--- src/rtl/conv_output_writer.sv ---
// Output-side SRAM writer: packs convolution result bits MSB-first into row words,
// writes each closed row at an auto-incrementing address and ends a frame with a marker word.
module conv_output_writer #(
  parameter int                DATA_W     = 16,
  parameter int                ADDR_W     = 12,
  parameter logic [DATA_W-1:0] END_MARKER = 16'hFFFF
) (
  input  logic              clk,
  input  logic              reset_b,
  input  logic              bit_valid,
  input  logic              bit_in,
  input  logic              row_close,
  input  logic              frame_done,
  output logic              in_ready,
  output logic              sram_write_enable,
  output logic [ADDR_W-1:0] sram_write_address,
  output logic [DATA_W-1:0] sram_write_data,
  output logic [ADDR_W-1:0] rows_written,
  output logic              col_overflow,
  output logic              addr_wrap
);

  localparam int               COL_W    = $clog2(DATA_W + 1);
  localparam logic [COL_W-1:0] COL_FULL = COL_W'(DATA_W);

  typedef enum logic [1:0] {
    S_IDLE  = 2'd0,
    S_ACC   = 2'd1,
    S_FLUSH = 2'd2,
    S_END   = 2'd3
  } state_t;

  state_t            state;
  logic [ADDR_W-1:0] wptr;
  logic [COL_W-1:0]  col;
  logic [COL_W-1:0]  col_next;
  logic [DATA_W-1:0] row_buf;
  logic [DATA_W-1:0] row_next;
  logic              accept;
  logic              ovf_hit;
  logic              take_row;

  // Row buffer as it looks after this cycle's bit, so a close in the same cycle includes it
  always_comb begin
    accept   = (state == S_IDLE) || (state == S_ACC);
    row_next = row_buf;
    col_next = col;
    ovf_hit  = 1'b0;
    if (accept && bit_valid) begin
      if (col == COL_FULL) begin
        ovf_hit = 1'b1;
      end else begin
        for (int i = 0; i < DATA_W; i++) begin
          if (i == DATA_W - 1 - int'(col)) begin
            row_next[i] = bit_in;
          end else begin
            row_next[i] = row_buf[i];
          end
        end
        col_next = col + 1'b1;
      end
    end else begin
      ovf_hit = 1'b0;
    end
    // frame_done with a partial row pending flushes that row before the marker
    take_row = accept && (row_close || (frame_done && (col_next != {COL_W{1'b0}})));
  end

  // Control FSM with registered SRAM write port and status outputs
  always_ff @(posedge clk or negedge reset_b) begin
    if (!reset_b) begin
      state              <= S_IDLE;
      wptr               <= {ADDR_W{1'b0}};
      col                <= {COL_W{1'b0}};
      row_buf            <= {DATA_W{1'b0}};
      in_ready           <= 1'b1;
      sram_write_enable  <= 1'b0;
      sram_write_address <= {ADDR_W{1'b0}};
      sram_write_data    <= {DATA_W{1'b0}};
      rows_written       <= {ADDR_W{1'b0}};
      col_overflow       <= 1'b0;
      addr_wrap          <= 1'b0;
    end else begin
      sram_write_enable <= 1'b0;
      case (state)
        S_IDLE, S_ACC: begin
          if (ovf_hit) begin
            col_overflow <= 1'b1;
          end
          if (take_row) begin
            sram_write_enable  <= 1'b1;
            sram_write_address <= wptr;
            sram_write_data    <= row_next;
            wptr               <= wptr + 1'b1;
            rows_written       <= rows_written + 1'b1;
            row_buf            <= {DATA_W{1'b0}};
            col                <= {COL_W{1'b0}};
            if (wptr == {ADDR_W{1'b1}}) begin
              addr_wrap <= 1'b1;
            end
            if (frame_done) begin
              state    <= S_FLUSH;
              in_ready <= 1'b0;
            end else begin
              state <= S_IDLE;
            end
          end else if (frame_done) begin
            sram_write_enable  <= 1'b1;
            sram_write_address <= wptr;
            sram_write_data    <= END_MARKER;
            state              <= S_END;
            in_ready           <= 1'b0;
          end else begin
            row_buf <= row_next;
            col     <= col_next;
            state   <= (col_next != {COL_W{1'b0}}) ? S_ACC : S_IDLE;
          end
        end
        S_FLUSH: begin
          sram_write_enable  <= 1'b1;
          sram_write_address <= wptr;
          sram_write_data    <= END_MARKER;
          state              <= S_END;
        end
        S_END: begin
          wptr         <= {ADDR_W{1'b0}};
          rows_written <= {ADDR_W{1'b0}};
          in_ready     <= 1'b1;
          state        <= S_IDLE;
        end
        default: begin
          state    <= S_IDLE;
          in_ready <= 1'b1;
        end
      endcase
    end
  end

endmodule

--- config.mk ---
export PLATFORM = sky130hd
export DESIGN_NAME = conv_output_writer
export DESIGN_NICKNAME = d
export VERILOG_FILES = /design/src/rtl/conv_output_writer.sv
export SDC_FILE = /design/constraint.sdc
export NUM_CORES = 1
export LEC_CHECK = 0
export BUFFER_PORTS_ARGS = -buffer_cell sky130_fd_sc_hd__buf_2
export CAP_MARGIN = 20
export CORE_AREA = 2 2 114 83
export DETAILED_ROUTE_END_ITERATION = 12
export DIE_AREA = 0 0 116 85
export PLACE_DENSITY = 0.62
export SLEW_MARGIN = 5
export SYNTH_ARGS = -nofsm -noshare
export SYNTH_HDL_FRONTEND = slang
export SYNTH_SLANG_ARGS = --single-unit
--- constraint.sdc ---
create_clock -name clk -period 6.1 [get_ports clk]
set_clock_uncertainty 0.2 [all_clocks]
set_input_delay 1.525 -clock clk [delete_from_list [all_inputs] [get_ports clk]]
set_output_delay 1.525 -clock clk [all_outputs]
set_load 0.02 [all_outputs]
Word level (Yosys, flattened, before mapping)
Cells that the tools add are included.

Eq/ne operators: 24. Reductions and logical operators: 17. Mux-type cells: 46. $add $sub $neg: 4.

Operators with widths (count): $mux 16 (6); $pmux 12 s2 (3); $eq 5x6->1 const A (8); $mux 12 (4); $logic_not 32->1 (1); $pmux 16 s2 (1); $add 12x1->12 const B (2); $eq 4x6->1 const A (4); $mux 1 (22); $mux 5 (4); $eq 12x12->1 const B (1); $eq 3x6->1 const A (2); $reduce_and 2->1 (5); $eq 2x6->1 const A (1); $mux 2 (3); $pmux 2 s3 (1); $sub 4x5->6 const A (1); $add 5x1->5 const B (1); $eq 5x5->1 const B (1); $reduce_bool 5->1 (1); $eq 2x2->1 const B (2); $ne 2x2->1 const B (2); $pmux 1 s2 (2); $reduce_bool 2->1 (2); 8 further kinds (11).

Input port bits: 6. Register bits: 79.

Longest topological paths before layout
Word-level depth: 10. Mapped depth: 9. Gate-level depth less buffers: 8.

Worst setup path before layout
No wires, ideal clock.

Path type: input to register. Start point: in bit_valid. End point: reg rows_written[10]. Path buffers: 1. Library setup time: 0.079 ns. Cell stages on the path: 6. Slack: 2.995 ns. Data arrival time: 2.826 ns. Required time: 5.821 ns. Cells stage by stage: or3b_1 -> a21oi_1 -> o2111ai_2 -> buf_4 -> o2111ai_2 -> mux2i_1.

Longest elaborated chain between the ends: 8.

Ends and longest elaborated chain: start: declaration (line 10) `input logic bit_valid,`; $logic_and 1x1->1 (line 49) `if (accept && bit_valid) begin`; $mux 5 (line 49); $reduce_bool 5->1 (line 66) `take_row = accept && (row_close || (frame_done && (col_next != {COL_W{1'b0}})));`; $logic_and 1x1->1 (line 66); $logic_or 1x1->1 (line 66); $logic_and 1x1->1 (line 66); $ne 2x2->1 (no line); $reduce_and 2->1 (no line); end signal: assignment (line 80) `rows_written <= {ADDR_W{1'b0}};`; end signal: assignment (line 95) `rows_written <= rows_written + 1'b1;`; end signal: assignment (line 127) `rows_written <= {ADDR_W{1'b0}};`; end: declaration (line 18) `output logic [ADDR_W-1:0] rows_written,`.

Every way passes these cells. A chain may end at the register's enable or synchronous reset.

Final worst setup path
Start point: in bit_valid. End point: reg rows_written[1].

Same word-level chain as after synthesis.

==> results.json <==
{
  "grt_overflow": 0,
  "fmax_mhz": 291,
  "crit_required_ps": 6080,
  "drc": 0,
  "power.density_mw_per_mm2": 433,
  "fp.dieW_microns": 116,
  "synthTopCellsByCount": "78 x dfrtp_1, 38 x mux2i_1, 37 x nand2_1",
  "fin_nets": 434,
  "netlist_area_sq_mm": 0.00400,
  "rsz0062_at_grt": "no",
  "synth.distinct_cells": 53,
  "yosys_warnings": 0,
  "clk_pin_slew_ps": 60,
  "clk_path_buf_depth": 2,
  "finalSetupViolCount": 0,
  "synth_area_leader_cell": "dfrtp_1",
  "hold_viol": 0,
  "drt-total-wl_mm": 8.69,
  "vdd_ir_drop_max_mv": 0.241,
  "syn_inst": 379,
  "arrival_ps": 3410,
  "min_path_type": "reg -> reg",
  "p_leak_nw": 2.39,
  "outcome": "finished, final reports clean",
  "rows": 29,
  "grt_start_max_net_pins": 80,
  "io_pins": 50,
  "dieArea_sq_mm": 0.00986,
  "cts.sinks": 79,
  "holdPathStages": 1,
  "max_stage_delay_ps": 760,
  "crit_chain": "buf_2 -> and2b_1 -> o32ai_2 -> o2111a_4 -> a21oi_2 -> o21ai_0",
  "first_pass_iters": 4,
  "place.gp.congestion": 0.765,
  "hold_ws_ps": 254,
  "clk_latency_ps": 340,
  "synthTopCellsByArea": "dfrtp_1 49%, mux2i_1 9.5%, nand2_1 3.5%",
  "cts_tree": "yes",
  "crit_path_start_kind": "input pin",
  "grt_first_pass_wirelength_mm": 14.6,
  "track_usage_pct": 19.1,
  "ant_nets": 0,
  "synth_seq_area_share_pct": 49.5,
  "tightest_slew_ps": 1090,
  "grt_antenna_before_repair": 0,
  "period_needed_ps": 3440,
  "dr.first_iter.drc_count": 185,
  "io_buffers": 49,
  "synth_fp_nets": 392,
  "n_antenna_cell": 0,
  "die_h_microns": 85,
  "post_drt_wl_per_cell_microns": 15.8,
  "cap_violations": 0,
  "ctsHoldBuffers": 0,
  "slew_viol_final": 0,
  "num-fill-cells": 819,
  "start_util_pct": 45.5,
  "root_buffer": "clkbuf_16",
  "yosysTopAreaCellShare_pct": 48.9,
  "reg2reg_depth": 8,
  "instances_no_fill": 550,
  "grt_pass1_vias": 2793,
  "dp_cells": 532,
  "avgSynthCellArea_sq_um": 10.5,
  "synth.most_common_cell": "dfrtp_1",
  "drive_gt1_share_pct": 23.2,
  "final.period_utilization_pct": 56.3,
  "num_vias": 3004,
  "synth_edf_count": 0,
  "synth_ff_type": "dfrtp_1",
  "ys_seq_elements": 79,
  "cts_resized": 0,
  "worstSetupPathType": "in -> reg",
  "area_delta_synth_final_pct": 16.9,
  "via_per_inst": 5.46,
  "core_area_sq_mm": 0.00878,
  "timing.setup.tns_ps": 0,
  "cts_buffers": 9,
  "cp_max_fo": 24,
  "critPathCaptureType": "flop",
  "cts_setup_buffers": 0,
  "critPathSlowestCell": "a21oi_2",
  "relSlewSlack_pct": 26.8,
  "async_flop_share_pct": 100,
  "hpwl_mm": 5.70,
  "htreeDepth": 3
}
## cell usage in the layout, fill, tap and decap left out, types with 4 or more instances in the layout
master	n
a21o_1	4
nand2b_1	11
o2bb2ai_1	9
and3_1	7
mux2i_1	38
nand3_1	21
o21ai_1	11
a21oi_1	23
o211ai_2	5
nor2_1	36
ha_1	7
clkbuf_16	9
buf_2	48
o21ai_0	6
mux2_2	12
dfrtp_1	78
nand2_1	37
inv_1	5
## power by group
| group | internal, mW | switching [mW] | total [mW] | leakage, nW |
|---|---|---|---|---|
| sequential | 0.637 | 0.107 | 0.744 | 1.04 |
| combinational | 0.249 | 0.465 | 0.713 | 1.19 |
| clock | 0.351 | 0.213 | 0.564 | 0.159 |
| total | 1.24 | 0.785 | 2.02 | 2.39 |
## cell type report
cell class / count / area [sq um] / area share [%]
flip-flops and latches: 79 / 1980 / 42.4
inverters: 5 / 18.8 / 0.402
multi-input cells: 274 / 1900 / 40.7
repair buffers: 52 / 298 / 6.38
well taps: 124 / 155 / 3.32
clock buffers: 12 / 267 / 5.71
clock inverters: 4 / 52.6 / 1.13
## flip-flops by register name, summed over array words and instances (netlist names)
register,flops
wptr,12
sram_write_address,12
row_buf,16
sram_write_data,16
addr_wrap,1
rows_written,12
col_overflow,1
sram_write_enable,1
state,2
in_ready,1
col,5
## kinds of logic (layout without fill, tap and decap cells)
kind of cell | Yosys count | in the layout | synth area share, %
simple gates | 135 | 135 | 16.7
compound gates | 81 | 81 | 15.4
flops | 79 | 79 | 49.5
mux | 50 | 50 | 12.9
buf+inv | 26 | 73 | 3.10
fa+ha+maj | 7 | 7 | 2.19
xor+xnor | 1 | 1 | 0.219
## final timing paths
| check | startpoint | endpoint | slack [ps] |
|---|---|---|---|
| max | bit_valid | rows_written[1] | 2660 |
| min | col_overflow | col_overflow | 250 |
| max reg2reg | col[1] | rows_written[1] | 3020 |
| min reg2reg | col_overflow | col_overflow | 250 |
| max in group asynchronous | reset_b | in_ready | 4130 |
| min in group asynchronous | reset_b | sram_write_enable | 940 |
## layer usage
layer  track usage [%]  up-vias  routed length (microns)
li1                  -     1454                        -
met1              29.9     1465                     4640
met2              25.6       74                     3530
met3              5.14       11                      432
met4              5.52        0                       86
met5                 0        -                        0
## stage by stage
stage                     instance area, sq um  setup WS [ps]  power (mW)  utilization [%]
after floorplan                           4000           3000        1.26                -
after global placement                    4310           2270        1.44             49.1
after detailed placement                  4310           2190        1.45             49.1
after CTS                                 4630           2520        2.03             52.7
after global routing                      4670           2420        2.15             53.2
final                                     4670           2660        2.02             53.2
## worst max-delay path, delay by kind of cell
family,cells,cell delay [ps]
AOI/OAI and AO/OA,4,1470
buffers and inverters,1,150
and+or+nand+nor,1,260
No activity file was read; power rests on OpenSTA's default activity.
